**config.mk**
```make
export PLATFORM = sky130hd
export DESIGN_NAME = timer_scheduler
export DESIGN_NICKNAME = d
export VERILOG_FILES = /design/src/rtl/timer_scheduler_pkg.sv /design/src/rtl/timer_scheduler_rr_arbiter.sv /design/src/rtl/timer_scheduler.sv
export SDC_FILE = /design/constraint.sdc
export NUM_CORES = 1
export LEC_CHECK = 0
export ABC_CLOCK_PERIOD_IN_PS = 2500
export CORE_UTILIZATION = 42
export DETAILED_ROUTE_END_ITERATION = 7
export PLACE_DENSITY = 0.76
export RECOVER_POWER = 25
export SLEW_MARGIN = 25
export SYNTH_ARGS = -nofsm -noshare
export SYNTH_HDL_FRONTEND = slang
export SYNTH_HIERARCHICAL = 1
export SYNTH_SLANG_ARGS = --single-unit
```
**constraint.sdc**
```tcl
create_clock -name clk -period 2.5 [get_ports clk]
set_clock_uncertainty 0.1 [all_clocks]
set_input_delay 0.5 -clock clk [delete_from_list [all_inputs] [get_ports clk]]
set_output_delay 0.5 -clock clk [all_outputs]
set_load 0.05 [all_outputs]
```
**src/rtl/timer_scheduler_pkg.sv**
```systemverilog
// rtl/timer_scheduler_pkg.sv - shared state encoding and index helpers for timer_scheduler
package timer_scheduler_pkg;

  typedef enum logic [1:0] {
    ST_IDLE = 2'd0,
    ST_LOAD = 2'd1,
    ST_RUN  = 2'd2,
    ST_DONE = 2'd3
  } state_t;

  localparam int N_REQ_DEFAULT = 4;
  localparam int IDX_W_DEFAULT = $clog2(N_REQ_DEFAULT);

  function automatic int idx_width(input int n);
    return (n > 1) ? $clog2(n) : 1;
  endfunction

  function automatic int wrap_idx(input int base, input int off, input int n);
    return (base + off) % n;
  endfunction

endpackage

```
**src/rtl/timer_scheduler_rr_arbiter.sv**
```systemverilog
// rtl/timer_scheduler_rr_arbiter.sv - combinational round-robin pick of the first set req at or after ptr
module rr_arbiter
  import timer_scheduler_pkg::*;
#(
  parameter int N_REQ = 4,
  localparam int IDX_W = idx_width(N_REQ)
) (
  input  logic [N_REQ-1:0] req,
  input  logic [IDX_W-1:0] ptr,
  output logic [N_REQ-1:0] gnt_onehot,
  output logic [IDX_W-1:0] gnt_idx,
  output logic             any
);

  logic             found;
  logic [IDX_W-1:0] cand;

  always_comb begin
    gnt_onehot = '0;
    gnt_idx    = '0;
    found      = 1'b0;
    cand       = '0;
    for (int k = 0; k < N_REQ; k++) begin
      cand = IDX_W'(wrap_idx(int'(ptr), k, N_REQ));
      if (!found && req[cand]) begin
        found            = 1'b1;
        gnt_idx          = cand;
        gnt_onehot[cand] = 1'b1;
      end
    end
  end

  assign any = |req;

endmodule

```
**src/rtl/timer_scheduler.sv**
```systemverilog
// rtl/timer_scheduler.sv - one shared down-counting delay timer, round-robin granted to N_REQ requesters
// Optional macro TIMER_SCHEDULER_ABORT_EN: owner dropping req in LOAD/RUN aborts without done.
module timer_scheduler
  import timer_scheduler_pkg::*;
#(
  parameter int N_REQ = 4,
  parameter int CNT_W = 8
) (
  input  logic                   clk,
  input  logic                   reset_n,
  input  logic                   enable,
  input  logic [N_REQ-1:0]       req,
  input  logic [N_REQ*CNT_W-1:0] req_len,
  output logic [N_REQ-1:0]       grant,
  output logic [N_REQ-1:0]       done,
  output logic                   busy,
  output logic [CNT_W-1:0]       remaining
);

  localparam int IDX_W = idx_width(N_REQ);

  state_t           state_q;
  logic [IDX_W-1:0] ptr_q;
  logic [IDX_W-1:0] ptr_d;
  logic [IDX_W-1:0] owner_q;
  logic [CNT_W-1:0] cnt_q;
  logic [N_REQ-1:0] grant_q;
  logic [N_REQ-1:0] done_q;
  logic             busy_q;

  logic [N_REQ-1:0] arb_onehot;
  logic [IDX_W-1:0] arb_idx;
  logic             arb_any;
  logic             abort;
  logic [CNT_W-1:0] len_arr [N_REQ];

  for (genvar g = 0; g < N_REQ; g++) begin : g_len
    assign len_arr[g] = req_len[g*CNT_W +: CNT_W];
  end

  rr_arbiter #(.N_REQ(N_REQ)) u_arb (
    .req        (req),
    .ptr        (ptr_q),
    .gnt_onehot (arb_onehot),
    .gnt_idx    (arb_idx),
    .any        (arb_any)
  );

  assign ptr_d = (owner_q == IDX_W'(N_REQ - 1)) ? '0 : owner_q + 1'b1;

`ifdef TIMER_SCHEDULER_ABORT_EN
  assign abort = ~req[owner_q];
`else
  assign abort = 1'b0;
`endif

  always_ff @(posedge clk or negedge reset_n) begin
    if (!reset_n) begin
      state_q <= ST_IDLE;
      ptr_q   <= '0;
      owner_q <= '0;
      cnt_q   <= '0;
      grant_q <= '0;
      done_q  <= '0;
      busy_q  <= 1'b0;
    end else begin
      done_q <= '0;
      case (state_q)
        ST_IDLE: begin
          if (arb_any) begin
            state_q <= ST_LOAD;
            owner_q <= arb_idx;
            grant_q <= arb_onehot;
            busy_q  <= 1'b1;
          end
        end
        ST_LOAD, ST_RUN: begin
          if (abort) begin
            state_q <= ST_IDLE;
            grant_q <= '0;
            busy_q  <= 1'b0;
            cnt_q   <= '0;
            ptr_q   <= ptr_d;
          end else if (state_q == ST_LOAD) begin
            cnt_q   <= len_arr[owner_q];
            state_q <= ST_RUN;
          end else if (enable) begin
            // Zero is terminal: finish instead of decrementing, so the count never wraps.
            if (cnt_q == '0) begin
              state_q <= ST_DONE;
              done_q  <= grant_q;
            end else begin
              cnt_q <= cnt_q - 1'b1;
            end
          end
        end
        ST_DONE: begin
          state_q <= ST_IDLE;
          grant_q <= '0;
          busy_q  <= 1'b0;
          cnt_q   <= '0;
          ptr_q   <= ptr_d;
        end
        default: state_q <= ST_IDLE;
      endcase
    end
  end

  assign grant     = grant_q;
  assign done      = done_q;
  assign busy      = busy_q;
  assign remaining = cnt_q;

endmodule

```
Yosys cells after proc, flatten, opt, wreduce, memory -nomap -nowiden
Index checks and enable logic that the tools add are counted.

cells by class
  shift-type cells = 0
  eq/ne operators = 8
  div/mod/pow operators = 0
  add/sub/neg operators = 5
  bitwise logic cells = 5
  order comparisons = 9
  reduce and logical (&&, ||, !) cells = 19
  mux-type cells = 48
  multipliers = 0

operators by type and width
  kind                                                                                  count
  8-bit 2-to-1 mux                                                                      5
  4-bit 2-to-1 mux                                                                      9
  2-bit 2-to-1 mux                                                                      9
  8-bit binary-select mux with 2-bit select                                             1
  8-bit case mux with 2 select lines                                                    1
  2-bit by 3-bit less-than comparator with 1-bit output (second input constant)         4
  1-bit 2-to-1 mux                                                                      12
  4-bit bitwise OR                                                                      3
  3-bit != test (second input constant)                                                 3
  1-bit binary-select mux with 2-bit select                                             4
  1-bit demux with 2-bit select                                                         4
  2-bit by 1-bit greater-or-equal comparator with 1-bit output (second input constant)  4
  8-bit zero test                                                                       1
  4-bit case mux with 2 select lines                                                    1
  8-bit by 1-bit subtractor with 8-bit output (second input constant)                   1
  1-bit logical AND                                                                     7
  2-bit == test (second input constant)                                                 3
  2-bit case mux with 3 select lines                                                    1
  3-bit AND reduction                                                                   2
  2-bit by 1-bit adder with 2-bit output (second input constant)                        2
  2-bit adder (second input constant)                                                   2
  2-bit AND reduction                                                                   2
  4-bit OR reduction                                                                    1
  3-bit greater-or-equal comparator (second input constant)                             1
  9 further kinds                                                                       11

word-level totals
  output and inout port bits = 17
  input port bits = 39
  bits in latches = 0
  bits in writable memories = 0
  word-level logic and storage cells = 101
  bits in read-only memories = 0
  bits in registers = 23
  memories kept = 0

Depth between registers and ports, before layout
Gate-level depths: netlist of run 1.

  depth in word-level cells = 14
  gate-level depth with buffers = 9
  mapped depth without buffers = 8

By module
The synthesis of run 1 kept the hierarchy.

by module, submodules not included
  module           cells an instance  area each (um^2)  instances
  timer_scheduler  130                1,395.1           1
  rr_arbiter       49                 411.6             1

Worst setup path before layout of run 1
No wires, ideal clock.

  path kind = register to register
  from = register ptr_q[0]
  to = register grant_q[1] (netlist: grant[1])
  required time = 2,317 ps
  setup slack = 122 ps
  arrival time = 2,196 ps
  cell stages (with the launch flop) = 10
  path buffers = 1
  setup time = 83 ps
  cell sequence = dfrtp_1 > buf_2 > inv_1 > ha_1 > mux4_2 > nor4b_4 > a22oi_1 > o21ai_0 > nand2b_1 > o21ai_0

on the way
  longest elaborated chain between the ends = 14
  elaborated cells between the ends (all ways) = 49

RTL lines
  what                                                                                                            RTL line                          source
  start: declaration                                                                                              timer_scheduler.sv:23             logic [IDX_W-1:0] ptr_q;
  start signal: assignment                                                                                        timer_scheduler.sv:83             ptr_q <= ptr_d;
  start signal: assignment                                                                                        timer_scheduler.sv:102            ptr_q <= ptr_d;
  parallel branches: the longest is 11 deep, another holds 2-bit by 3-bit less-than comparator with 1-bit output  --
  4-bit 2-to-1 mux (*)                                                                                            timer_scheduler_rr_arbiter.sv:25  if (!found && req[cand]) begin
  via arb_onehot[1]                                                                                               timer_scheduler.sv:31             logic [N_REQ-1:0] arb_onehot;
  4-bit 2-to-1 mux (*)                                                                                            timer_scheduler.sv:70             if (arb_any) begin
  4-bit case mux with 2 select lines (*)                                                                          timer_scheduler.sv:68             case (state_q)
  end signal: assignment                                                                                          timer_scheduler.sv:73             grant_q <= arb_onehot;
  end: declaration                                                                                                timer_scheduler.sv:27             logic [N_REQ-1:0] grant_q;

Mark *: on every way through the listed nets, which the timed path passes. The select of a mux whose other input is x is not followed.
A chain may end at the register's enable or synchronous reset.

Final worst setup path of run 1
  from = input req[3]
  to = register grant_q[3] (netlist: grant[3])

on the way
  longest elaborated chain between the ends = 14
  elaborated cells between the ends (all ways) = 29

RTL lines
  what                                       RTL line                          source
  start: declaration                         timer_scheduler.sv:12             input logic [N_REQ-1:0] req,
  1-bit binary-select mux with 2-bit select  timer_scheduler_rr_arbiter.sv:25
  1-bit 2-to-1 mux (not written as such)     timer_scheduler_rr_arbiter.sv:25
  1-bit 2-to-1 mux                           timer_scheduler_rr_arbiter.sv:25
  1-bit zero test                            timer_scheduler_rr_arbiter.sv:25
  1-bit logical AND                          timer_scheduler_rr_arbiter.sv:25
  1-bit 2-to-1 mux                           timer_scheduler_rr_arbiter.sv:25
  1-bit zero test                            timer_scheduler_rr_arbiter.sv:25
  1-bit logical AND                          timer_scheduler_rr_arbiter.sv:25
  1-bit 2-to-1 mux                           timer_scheduler_rr_arbiter.sv:25
  1-bit zero test                            timer_scheduler_rr_arbiter.sv:25
  1-bit logical AND                          timer_scheduler_rr_arbiter.sv:25
  4-bit 2-to-1 mux (*)                       timer_scheduler_rr_arbiter.sv:25
  via arb_onehot[3]                          timer_scheduler.sv:31
  4-bit 2-to-1 mux (*)                       timer_scheduler.sv:70
  4-bit case mux with 2 select lines (*)     timer_scheduler.sv:68

The timed path passes the listed nets; every way through them passes the cells marked *. The select of a mux whose other input is x is not followed.

==> metrics, run 1 <==
Synth area leaders dfrtp_1 32%, mux4_2 15%, ha_1 6.9%, o21ai_0 3.9%, o2bb2ai_1 3.9%; Antenna Nets Post-Route 0; worst path cell trace clkdlybuf4s50_1, mux4_2, nor4b_4, a22oi_1, o21ai_0, nand2b_1, o21ai_0; ys flop type dfrtp_1; hold path cells 2; CP startpoint kind input pin; share of post-route cells with drive strength above 1 14.6%; sequential share of the synthesized area 31.9%; CTS root buffer clkbuf_8; average wire per standard cell 15.6 um; syn nets 228; Buffers & Inverters on Critical Path 1; Boundary Pins 56; #FFs+latches synth 23; GPL Wtd Cong between 0.7 and 0.8; Slew HR 15.6%; FF-to-FF End grant[3]; setup_tns 0 ns; minimum clock period 2.25 ns; run status finished, final reports clean; Mapped Area 1810 um2; leading cell type in the layout, fill and taps excluded clkdlybuf4s50_1; TritonCTS clock tree done; EDFF count, synth 0; Leak Pwr 1.00 nW; Worst setup startpoint req[3]; synthesized instance count 179; crit path max fanout 5; placed cell areas 2470 um2; post-synth cell types 40; die height 67.6 um; syn avg cell area 10.1 um2; max-cap violations 0; kind of critical path in -> reg; crit end category register; crit-path max cell delay 0.55 ns; final setup fails 0; Hold WC Path Type reg -> reg; Final Max Slew Viols 0; hold-fix buffers at CTS 0; Post-route DRC 0; hold slack around 0.4 ns; Top cell by count, worst path o21ai_0; pin count of the biggest net entering global routing 24; Syn. warnings 6; slew at the pin with the worst max-slew slack 1.27 ns; final WL between 4000 and 5000 um; postcts setup bufs 0; grt total ovfl 0; layout net count 290; synth-to-layout area growth 38.9%; Max clock buf depth 2; Largest delay share family, worst path multiplexers; reg2reg path depth 8; routed vias 1638; Initial Util 44.5%; Synth top area share between 30% and 40%; Tcrit/Tclk final 90.0%; CTS H-tree lvls 1; Synth area leader dfrtp_1; slowest CP cell mux4_2; TritonCTS buffer count 3; Clk pin slew, worst setup/hold paths 0.08 ns; clk_lat worst skew 0.26 ns; Antenna Cells 0; die width between 60 and 70 um; asr flop ratio synth 100%; Via density 5.65; number of port buffers 55; Power Dens Cells 1320 nW/um2; RSZ-0062 raised after global routing false; CTS resizes 0; Data required, critical path 2.58 ns; FMAX 444 MHz; setup slack, reg-to-reg 0.32 ns; vias in the first global route 1528; core area 4060 um2; Hold Startpoint busy; Pre-Repair DR Iteration Count 6; Hold EP busy; Iter 0 DRT Violations 137; Final HPWL DP 3450 um; die footprint 4570 um2; GR Util All Layers 21.9%; Worst R2R Start ptr_q[0]; Core Rows 23; Sink Count 23; CP Data Arrival Time about 2.3 ns; Fin. Hold Viols 0; VDD IR max 0.528 mV; design area 2510 um2; first-pass GRT wire length roughly 7500 um; initial antenna violation count 0; leading cell types in the layout, fill and taps excluded 54 x clkdlybuf4s50_1, 23 x dfrtp_1, 14 x o21ai_0, 12 x nor2_1, 12 x mux4_2
-- through the flow --
step / worst slack, ns / cells / power [mW] / utilization, %
final: 0.249 / 290 / 3.31 / 61.8
after detailed placement: -0.0279 / 286 / 3.07 / 60.8
after CTS: 0.251 / 290 / 3.32 / 61.9
after floorplan: 0.122 / 179 / 2.46 / -
after global placement: 0.0227 / 286 / 3.03 / 60.8
after global routing: 0.0111 / 290 / 3.59 / 61.8
-- synth_stat cells, types with 5 or more instances --
cell and count:
o2bb2ai_1 8, dfrtp_1 23, nand2b_1 5, mux4_2 12, o21ai_0 14, ha_1 10, clkbuf_1 6, nor2_1 12
a21oi_1 10, nand2_1 7, inv_1 8, a22oi_1 8, nor2b_1 5
-- kinds of logic (layout without fill, tap and decap cells) --
family	Yosys count	count (layout)	synth area share [%]
buf+inv	18	79	4.02
compound gates	60	60	22.2
fa+ha+maj	10	10	6.93
simple gates	50	50	16.5
flops	23	23	31.9
mux	18	18	18.6
-- worst max-delay path by stage --
stage                     to  slack (ns)  depth (start not counted)
floorplan           grant[1]        0.12                          9
global placement    grant[1]        0.02                          7
detailed placement  grant[3]       -0.03                          7
CTS                 grant[3]        0.25                          7
global route        grant[3]        0.01                          7
finish              grant[3]        0.25                          7
-- registers in the layout (all words and copies together) (netlist names) --
register and flops:
remaining 8, done 4, grant 4, owner_q 2, ptr_q 2, state_q 2
busy 1
-- area by class of cell --
type                            count  area [um2]
Timing Repair Buffer               67         637
Sequential cell                    23         576
Clock buffer                        4        45.0
Fill cell                         361        1550
Inverter                            8        30.0
Tap cell                           50        62.6
Multi-Input combinational cell    138        1160
-- layer usage --
metal | routed length (um) | part of all wire [%] | global-route usage, %
met5 | 0 | 0 | 0
met4 | 34 | 0.75 | 5.59
met3 | 98 | 2.2 | 0.507
met2 | 2250 | 50 | 36.8
met1 | 2130 | 47 | 31.0
-- worst min-delay path, stage by stage, from the launching register on --
cell     delay, ns
dfrtp_1       0.35
nand2_1       0.04
o21ai_0       0.07
-- power by group --
group	internal [mW]	leakage, nW	switching (mW)	total [mW]
clock network	0.114	0.0228	0.118	0.231
registers	0.513	0.295	0.192	0.705
logic	1.08	0.683	1.29	2.37
total	1.71	1.00	1.60	3.31
Power figures use the tool's default switching activity.
==> run 2, diff against run 1 <==
--- a/config.mk
+++ b/config.mk
@@ -7,6 +7,7 @@
 export LEC_CHECK = 0
 export ABC_CLOCK_PERIOD_IN_PS = 2500
 export CORE_UTILIZATION = 42
+export CTS_CLUSTER_SIZE = 40
 export DETAILED_ROUTE_END_ITERATION = 7
 export PLACE_DENSITY = 0.76
 export RECOVER_POWER = 25
==> results of run 2 <==
The final DEF is identical to that of run 1; final timing and power are the same.
